## src/rtl/gol_pkg.sv

```systemverilog
// Shared types and helpers for the Game-of-Life LED scan stage.
package gol_pkg;

  localparam int GRID_W = 64;
  localparam int ROW_W  = 8;

  typedef logic [GRID_W-1:0] grid_t;
  typedef logic [ROW_W-1:0]  row_t;

  typedef enum logic {
    S_BLANK,
    S_DRIVE
  } scan_state_t;

  // Row r lives in bits 63-8r down to 56-8r; 63-8r is simply {~r, 3'b111}.
  function automatic row_t grid_row(grid_t g, logic [2:0] r);
    logic [5:0] top;
    top = {~r, 3'b111};
    return g[top -: ROW_W];
  endfunction

endpackage

```

## src/rtl/gol_led_scan_if.sv

```systemverilog
// Generation input and LED matrix output bundle between the GoL core, the scanner and the board.
interface gol_led_scan_if;
  import gol_pkg::*;

  grid_t grid_in;
  logic  grid_valid;
  row_t  row_out;
  row_t  col_out;
  logic  frame_done;
  logic  stable;

  modport master (output grid_in, grid_valid, input row_out, col_out, frame_done, stable);
  modport slave  (input grid_in, grid_valid, output row_out, col_out, frame_done, stable);

endinterface

```

## src/rtl/gol_scan_prescaler.sv

```systemverilog
// Row-slot prescaler: counts 0..SCAN_DIV-1 and flags the last cycle of each slot.
module gol_scan_prescaler #(
  parameter int SCAN_DIV = 1000,
  parameter int CNT_W    = $clog2(SCAN_DIV)
) (
  input  logic             clk,
  input  logic             reset,
  output logic [CNT_W-1:0] count,
  output logic             tick
);

  localparam logic [CNT_W-1:0] LAST = CNT_W'(SCAN_DIV - 1);

  logic [CNT_W-1:0] count_reg;

  always_ff @(posedge clk or negedge reset) begin
    if (!reset) begin
      count_reg <= '0;
    end else if (count_reg == LAST) begin
      count_reg <= '0;
    end else begin
      count_reg <= count_reg + CNT_W'(1);
    end
  end

  assign count = count_reg;
  assign tick  = (count_reg == LAST);

endmodule

```

## src/rtl/gol_led_scan.sv

```systemverilog
// 8x8 LED matrix scanner for the GoL core: per-row blanking, frame-synchronous generation swap.
// Optional feature macro: GOL_STABLE_DETECT_EN (reports whether the last update left the grid unchanged).
module gol_led_scan
  import gol_pkg::*;
#(
  parameter int SCAN_DIV       = 1000,
  parameter int BLANK_CYCLES   = 2,
  parameter int ROW_ACTIVE_LOW = 0,
  parameter int COL_ACTIVE_LOW = 0
) (
  input logic           clk,
  input logic           reset,
  gol_led_scan_if.slave bus
);

  localparam int               CNT_W      = $clog2(SCAN_DIV);
  localparam logic [CNT_W-1:0] BLANK_LAST = CNT_W'((BLANK_CYCLES > 0) ? BLANK_CYCLES - 1 : 0);
  localparam row_t             ROW_IDLE   = (ROW_ACTIVE_LOW != 0) ? {ROW_W{1'b1}} : {ROW_W{1'b0}};
  localparam row_t             COL_IDLE   = (COL_ACTIVE_LOW != 0) ? {ROW_W{1'b1}} : {ROW_W{1'b0}};

  logic [CNT_W-1:0] count;
  logic             tick;
  scan_state_t      state_reg, state_next;
  logic [2:0]       row_idx_reg;
  grid_t            disp_grid_reg, pend_grid_reg, update_grid;
  logic             pending_reg, frame_done_reg, frame_end, update;
  row_t             row_out_reg, col_out_reg, row_onehot, row_bits;

  gol_scan_prescaler #(
    .SCAN_DIV(SCAN_DIV),
    .CNT_W   (CNT_W)
  ) u_prescaler (
    .clk  (clk),
    .reset(reset),
    .count(count),
    .tick (tick)
  );

  for (genvar gi = 0; gi < ROW_W; gi++) begin : g_onehot
    assign row_onehot[gi] = (row_idx_reg == 3'(gi));
  end

  assign row_bits  = grid_row(disp_grid_reg, row_idx_reg);
  assign frame_end = tick && (row_idx_reg == 3'd7);

  // The swap lands on the edge closing the frame_done cycle, after row 7's last output was sampled.
  assign update      = frame_done_reg && (bus.grid_valid || pending_reg);
  assign update_grid = bus.grid_valid ? bus.grid_in : pend_grid_reg;

  always_ff @(posedge clk or negedge reset) begin
    if (!reset) begin
      state_reg <= S_BLANK;
    end else begin
      state_reg <= state_next;
    end
  end

  always_comb begin
    state_next = state_reg;
    case (state_reg)
      S_BLANK: if (BLANK_CYCLES == 0 || count == BLANK_LAST) state_next = S_DRIVE;
      S_DRIVE: if (BLANK_CYCLES > 0 && tick) state_next = S_BLANK;
    endcase
  end

  always_ff @(posedge clk or negedge reset) begin
    if (!reset) begin
      row_idx_reg    <= '0;
      frame_done_reg <= 1'b0;
      row_out_reg    <= ROW_IDLE;
      col_out_reg    <= COL_IDLE;
    end else begin
      if (tick) row_idx_reg <= row_idx_reg + 3'd1;
      frame_done_reg <= frame_end;
      if (state_reg == S_DRIVE) begin
        row_out_reg <= (ROW_ACTIVE_LOW != 0) ? ~row_onehot : row_onehot;
        col_out_reg <= (COL_ACTIVE_LOW != 0) ? ~row_bits : row_bits;
      end else begin
        row_out_reg <= ROW_IDLE;
        col_out_reg <= COL_IDLE;
      end
    end
  end

  always_ff @(posedge clk or negedge reset) begin
    if (!reset) begin
      disp_grid_reg <= '0;
      pend_grid_reg <= '0;
      pending_reg   <= 1'b0;
    end else begin
      if (bus.grid_valid) pend_grid_reg <= bus.grid_in;
      if (update) disp_grid_reg <= update_grid;
      if (frame_done_reg) begin
        pending_reg <= 1'b0;
      end else if (bus.grid_valid) begin
        pending_reg <= 1'b1;
      end
    end
  end

`ifdef GOL_STABLE_DETECT_EN
  logic stable_reg;

  always_ff @(posedge clk or negedge reset) begin
    if (!reset) begin
      stable_reg <= 1'b0;
    end else if (update) begin
      stable_reg <= (update_grid == disp_grid_reg);
    end
  end

  assign bus.stable = stable_reg;
`else
  assign bus.stable = 1'b0;
`endif

  assign bus.row_out    = row_out_reg;
  assign bus.col_out    = col_out_reg;
  assign bus.frame_done = frame_done_reg;

endmodule

```

## src/flat_wrapper.sv

```systemverilog
// flat-port wrapper written by rule: the top's interface ports become plain ports
module gol_led_scan_flat import gol_pkg::*;
#(
  parameter int SCAN_DIV       = 1000,
  parameter int BLANK_CYCLES   = 2,
  parameter int ROW_ACTIVE_LOW = 0,
  parameter int COL_ACTIVE_LOW = 0
)
  (clk, reset, bus_grid_in, bus_grid_valid, bus_row_out, bus_col_out, bus_frame_done, bus_stable);
  gol_led_scan_if bus_i ();
  input logic clk;
  input logic reset;
  input wire logic [$bits(bus_i.grid_in)-1:0] bus_grid_in;
  input wire logic [$bits(bus_i.grid_valid)-1:0] bus_grid_valid;
  output wire logic [$bits(bus_i.row_out)-1:0] bus_row_out;
  output wire logic [$bits(bus_i.col_out)-1:0] bus_col_out;
  output wire logic [$bits(bus_i.frame_done)-1:0] bus_frame_done;
  output wire logic [$bits(bus_i.stable)-1:0] bus_stable;
  assign bus_i.grid_in = bus_grid_in;
  assign bus_i.grid_valid = bus_grid_valid;
  assign bus_row_out = bus_i.row_out;
  assign bus_col_out = bus_i.col_out;
  assign bus_frame_done = bus_i.frame_done;
  assign bus_stable = bus_i.stable;
  gol_led_scan #(.SCAN_DIV(SCAN_DIV), .BLANK_CYCLES(BLANK_CYCLES), .ROW_ACTIVE_LOW(ROW_ACTIVE_LOW), .COL_ACTIVE_LOW(COL_ACTIVE_LOW)) u_core (.clk(clk), .reset(reset), .bus(bus_i));
endmodule
```

## config.mk

```make
export PLATFORM = sky130hd
export DESIGN_NAME = gol_led_scan_flat
export DESIGN_NICKNAME = d
export VERILOG_FILES = /design/src/rtl/gol_pkg.sv /design/src/rtl/gol_led_scan_if.sv /design/src/rtl/gol_scan_prescaler.sv /design/src/rtl/gol_led_scan.sv /design/src/flat_wrapper.sv
export SDC_FILE = /design/constraint.sdc
export NUM_CORES = 1
export LEC_CHECK = 0
export ABC_AREA = 0
export ABC_CLOCK_PERIOD_IN_PS = 2260
export BUFFER_PORTS_ARGS = -buffer_cell sky130_fd_sc_hd__buf_2
export CORE_MARGIN = 5
export CORE_UTILIZATION = 57
export DETAILED_ROUTE_END_ITERATION = 8
export GPL_TIMING_DRIVEN = 0
export PLACE_DENSITY_LB_ADDON = 0.1
export SYNTH_ARGS = -nofsm -noshare
export SYNTH_HDL_FRONTEND = slang
export SYNTH_SLANG_ARGS = --single-unit
```

## constraint.sdc

```tcl
create_clock -name clk -period 2.26 [get_ports clk]
set_input_delay 0.339 -clock clk [delete_from_list [all_inputs] [get_ports clk]]
set_output_delay 0.339 -clock clk [all_outputs]
set_load 0.005 [all_outputs]
```

Yosys cells after proc, flatten, opt, wreduce, memory -nomap -nowiden:

Cells that the tools add are included.

* register bits: 160
* bits of input ports: 67
* output and inout bits: 18
* logic and storage cells: 37

* $add $sub $neg: 2
* equal/unequal tests: 9
* shifts and indexed selects: 1
* mux-type cells: 9
* bitwise logic cells: 2
* reduce and logical (&&, ||, !) cells: 5

Operator list (number)
* indexed part select 71 x 7 -> 8 bit: 1
* two-way mux 64 bit: 1
* two-way mux 8 bit: 2
* equality test 3 bit, second input constant: 4
* adder 10 x 1 -> 10 bit, second input constant: 1
* equality test 10 x 1 -> 1 bit, second input constant: 1
* equality test 10 bit, second input constant: 1
* two-way mux 10 bit: 1
* equality test 3 x 2 -> 1 bit, second input constant: 2
* two-way mux 1 bit: 4
* adder 3 x 1 -> 3 bit, second input constant: 1
* equality test 3 x 1 -> 1 bit, second input constant: 1
* logical NOT 3 bit: 1
* inverter 3 bit: 1
* logical AND 1 bit: 2
* one-hot mux 1 bit (2 select lines): 1
* nonzero test 2 bit: 1
* logical OR 1 bit: 1
* inverter 1 bit: 1

Logic depth before layout (Yosys ltp):

* word-level depth: 3
* depth in mapped cells: 6
* depth with buffers taken out: 5

By module:

From an unflattened synthesis, not the netlist that was laid out.

* cells, all modules: 423
* area, all modules: 6698.9 um^2

Modules (own cells, without submodules)
* gol_led_scan: times used 1, cells each 381, area each 6226.0 um^2, sequential area each 3753.6 um^2
* gol_scan_prescaler: times used 1, cells each 42, area each 473.0 um^2, sequential area each 250.2 um^2

Worst setup path after synthesis:

No wires, ideal clock.

* path type: flip-flop to flip-flop
* start point: register u_core.u_prescaler.count_reg[0], in the netlist u_core.u_prescaler.count[0]
* end point: register u_core.row_idx_reg[1]
* library setup time: 0.125 ns
* data arrival time: 1.502 ns
* data required time: 2.135 ns
* path slack: 0.633 ns
* cell stages (with the launch flop): 5
* buffers on the path: 0
* period minus slack after synthesis: 1.627 ns
* cells stage by stage: dfrtp_1 ha_1 nand4bb_4 nor3b_4 mux2_4

* cells in the longest elaborated chain, start to end: 1

Ends and longest elaborated chain
* from (decl): RTL line gol_scan_prescaler.sv:14 `logic [CNT_W-1:0] count_reg;`
* from (signal assigned): RTL line gol_scan_prescaler.sv:22 `count_reg <= count_reg + CNT_W'(1);`
* equality test 10 bit: RTL line gol_scan_prescaler.sv:27 `assign tick = (count_reg == LAST);`
* to (signal assigned): RTL line gol_led_scan.sv:73 `if (tick) row_idx_reg <= row_idx_reg + 3'd1;`
* to (decl): RTL line gol_led_scan.sv:24 `logic [2:0] row_idx_reg;`

No other way between the ends.
A chain may end at the register's enable or synchronous reset.

Worst setup path in the final report:

Same ends and word-level chain as after synthesis.

==> flow_metrics.env <==
export IMPL_end_kind="flip-flop"
export IMPL_die_h_um=117.6
export IMPL_ios=85
export IMPL_power_internal_w=0.004931
export IMPL_r2r_start="u_core.u_prescaler.count[0]$_DFF_PN0_"
export IMPL_power_density_nw_per_um2=792.6
export IMPL_postPlaceCellArea_um2=7224
export IMPL_cts_setup_buffers=0
export IMPL_setup_viol=0
export IMPL_critPathMaxStageDelay_ps=530
export IMPL_hold_violations=0
export IMPL_grt_pass1_vias=4157
export IMPL_num_vias=3843
export IMPL_dpl_cell_count=661
export IMPL_cts_sinks=160
export IMPL_wl_met3_um=482
export IMPL_grt_max_degree=106
export IMPL_layout_common_cells="dfrtp_1, mux2_2, buf_2"
export IMPL_final_area_um2=7834
export IMPL_power_share_clock=0.464
export IMPL_clock_path_buffers=2
export IMPL_seq_area_um2=4004
export IMPL_core_region_area_um2=11370
export IMPL_die_x_um=117.6
export IMPL_m1WireLength_mm=5.835
export IMPL_cp_top_family="simple AND/OR/NAND/NOR gates"
export IMPL_wire_per_inst_um=18.85
export IMPL_skew_ps=5.875
export IMPL_crit_path_start_kind="flip-flop"
export IMPL_rsz0062_at_grt="false"
export IMPL_ys_types=42
export IMPL_cts_tree="yes"
export IMPL_drv_slew=0
export IMPL_synth_area_per_cell_um2=15.20
export IMPL_cts_root_buf="clkbuf_16"
export IMPL_drv_cap=0
export IMPL_fmax_mhz=534.1
export IMPL_first_pass_iters=4
export IMPL_clock_latency_ps=410
export IMPL_drc=0
export IMPL_ff2ff_setup_slack_ps=390
export IMPL_start_util=0.5802
export IMPL_n_fill_cell=841
export IMPL_instances_no_fill=694
export IMPL_htreeDepth=4
export IMPL_r2r_end="u_core.row_idx_reg[1]$_DFFE_PN0N_"
export IMPL_highest_layer="met4"
export IMPL_min_period_ps=1872
export IMPL_final_common_cell="dfrtp_1"
export IMPL_worstHoldPathType="input port to flip-flop"
export IMPL_yosysSeqAreaShare=0.6070
export IMPL_drt_iter0_drc=153
export IMPL_synth_cells=434
export IMPL_syn_cell_area_um2=6596
export IMPL_wl_mm=13.09
export IMPL_final_antenna_net_count=0
export IMPL_wl_met2_mm=6.490
export IMPL_crit_path_end="u_core.row_idx_reg[1]$_DFFE_PN0N_"
export IMPL_tightest_slew_ps=565.9
export IMPL_cts_buffers=17
export IMPL_combinationalPowerShare=0.052
export IMPL_ys_warn_count=0
export IMPL_antenna_cells=0
export IMPL_relSlewSlack=0.6223
export IMPL_power_frac_seq=0.484
export IMPL_synth_edf_count=0
export IMPL_drive_gt1_frac=0.5172
export IMPL_path_max_fanout=10
export IMPL_hold_ws_ps=172.8
export IMPL_synthToLayoutAreaGrowth_pct=18.76
export IMPL_status="complete, no violations"
export IMPL_viasPerCell=5.537
export IMPL_final_nets=613
export IMPL_port_buffers=83
export IMPL_crit_start="u_core.u_prescaler.count[0]$_DFF_PN0_"
export IMPL_finalSetupTns_ps=0
export IMPL_synthFlopType="dfrtp_1"
export IMPL_critPathSlowestCell="nor3b_4"
export IMPL_p_sw_frac=0.2059
export IMPL_worst_r2r_cell_count=4
export IMPL_switching_power_w=0.001279
export IMPL_grt_overflow=0
export IMPL_ys_ff_latch=160
export IMPL_grt_pass1_wl_mm=21.97
export IMPL_multi_input_area_um2=2410
export IMPL_p_leak_nw=3.839
export IMPL_antenna_found_initial=0
export IMPL_period_share=0.8285
export IMPL_synth_net_count=509
export IMPL_grt_usage=0.2021
export IMPL_final_util=0.6890
export IMPL_synthArstFlopShare=1.000
export IMPL_required_ps=2560
export IMPL_worst_path_buf_inv=0
export IMPL_gp_congestion=0.8290
export IMPL_peakVddDrop_mv=0.4860
export IMPL_worst_path_stages=4
export IMPL_dieArea_um2=13820
export IMPL_arrival_ps=2170
export IMPL_criticalPathCategory="flip-flop to flip-flop"
export IMPL_dp_hpwl_mm=9.035
export IMPL_cts_reportedPaths_clkPinSlew_ps=60
export IMPL_std_cell_rows=39
export IMPL_path_cells="ha_1 -> nand4bb_4 -> nor3b_4 -> mux2_4"
cells by family (layout without fill, tap and decap cells):
logic type | count (synthesis) | after routing | synth area share
adder cells (fa/ha/maj) | 8 | 8 | 0.01518
other | 1 | 1 | 0.0005685
AND/OR/NAND/NOR | 57 | 57 | 0.05350
buffers and inverters | 30 | 147 | 0.02769
multiplexers | 146 | 146 | 0.2633
flip-flops | 160 | 160 | 0.6070
AO/OA/AOI/OAI | 28 | 28 | 0.02750
XOR/XNOR | 4 | 4 | 0.005312
what timing repair did:
item                                   in CTS  in global routing
resized for setup                           0                  0
hold buffers                                1                  0
endpoints found under the hold margin      55                  0
synthesized netlist by cell type (3+ instances only):
master | instances | area (um2)
nand3_1 | 7 | 35.03
buf_6 | 6 | 67.56
nor2b_1 | 8 | 50.05
a211oi_1 | 8 | 60.06
buf_4 | 3 | 22.52
nor2_1 | 7 | 26.28
and3_1 | 7 | 43.79
o22ai_1 | 8 | 50.05
ha_1 | 8 | 100.1
dfrtp_1 | 160 | 4004
inv_1 | 5 | 18.77
mux2_2 | 136 | 1531
nor3_1 | 8 | 40.04
o21ai_0 | 5 | 25.02
nand2_1 | 5 | 18.77
buf_2 | 11 | 55.05
mux4_2 | 8 | 180.2
and2_1 | 3 | 18.77
worst min path at each step:
stage,from,to,slack (ps),cells after the start
2_1_floorplan,reset,u_core.bus.col_out[0]$_DFF_PN0_,40,0
3_3_place_gp,u_core.pend_grid_reg[49]$_DFF_PN0_,u_core.pend_grid_reg[49]$_DFF_PN0_,480,1
3_5_place_dp,reset,u_core.pend_grid_reg[23]$_DFF_PN0_,330,1
4_1_cts,bus_grid_in[60],u_core.pend_grid_reg[60]$_DFF_PN0_,160,2
5_1_grt,bus_grid_in[42],u_core.pend_grid_reg[42]$_DFF_PN0_,160,2
6_report,bus_grid_in[60],u_core.pend_grid_reg[60]$_DFF_PN0_,170,2
worst register-to-register path, cell delays in order, from the launching register on:
cell and delay [ps]:
dfrtp_1 420, ha_1 290, nand4bb_4 180, nor3b_4 530
mux2_4 340
final cells by class:
type | instances | share of cell area
Clock inverter | 10 | 0.01725
Inverter | 7 | 0.003354
Sequential cell | 160 | 0.5111
Timing Repair Buffer | 85 | 0.05862
Buffer | 23 | 0.01996
Multi-Input combinational cell | 244 | 0.3076
Tap cell | 143 | 0.02284
Clock buffer | 22 | 0.05926
metal layers:
layer / GRT usage / up-vias
met3: 0.05046 / 21
li1: - / 1770
met5: 0 / -
met2: 0.3172 / 73
met1: 0.2722 / 1979
met4: 0.08029 / 0
power by group through the flow:
| stage | registers [W] | clock network, W | logic (W) |
|---|---|---|---|
| after floorplan | 0.00305 | 0 | 0.000169 |
| after global placement | 0.00305 | 0 | 0.000312 |
| after detailed placement | 0.00306 | 0 | 0.000331 |
| after CTS | 0.00301 | 0.00293 | 0.000334 |
| after global routing | 0.00302 | 0.00307 | 0.000363 |
| final | 0.00301 | 0.00288 | 0.000324 |
per-stage QoR:
| stage | power [W] | setup slack (ps) |
|---|---|---|
| 4_1_cts | 0.006271 | 367.9 |
| 2_1_floorplan | 0.003216 | 632.8 |
| 3_3_place_gp | 0.003365 | -1401 |
| 3_5_place_dp | 0.003391 | 406.8 |
| 6_report | 0.006209 | 387.7 |
| 5_1_grt | 0.006448 | 273.2 |
Note: power is estimated with default switching activity, not from simulation.
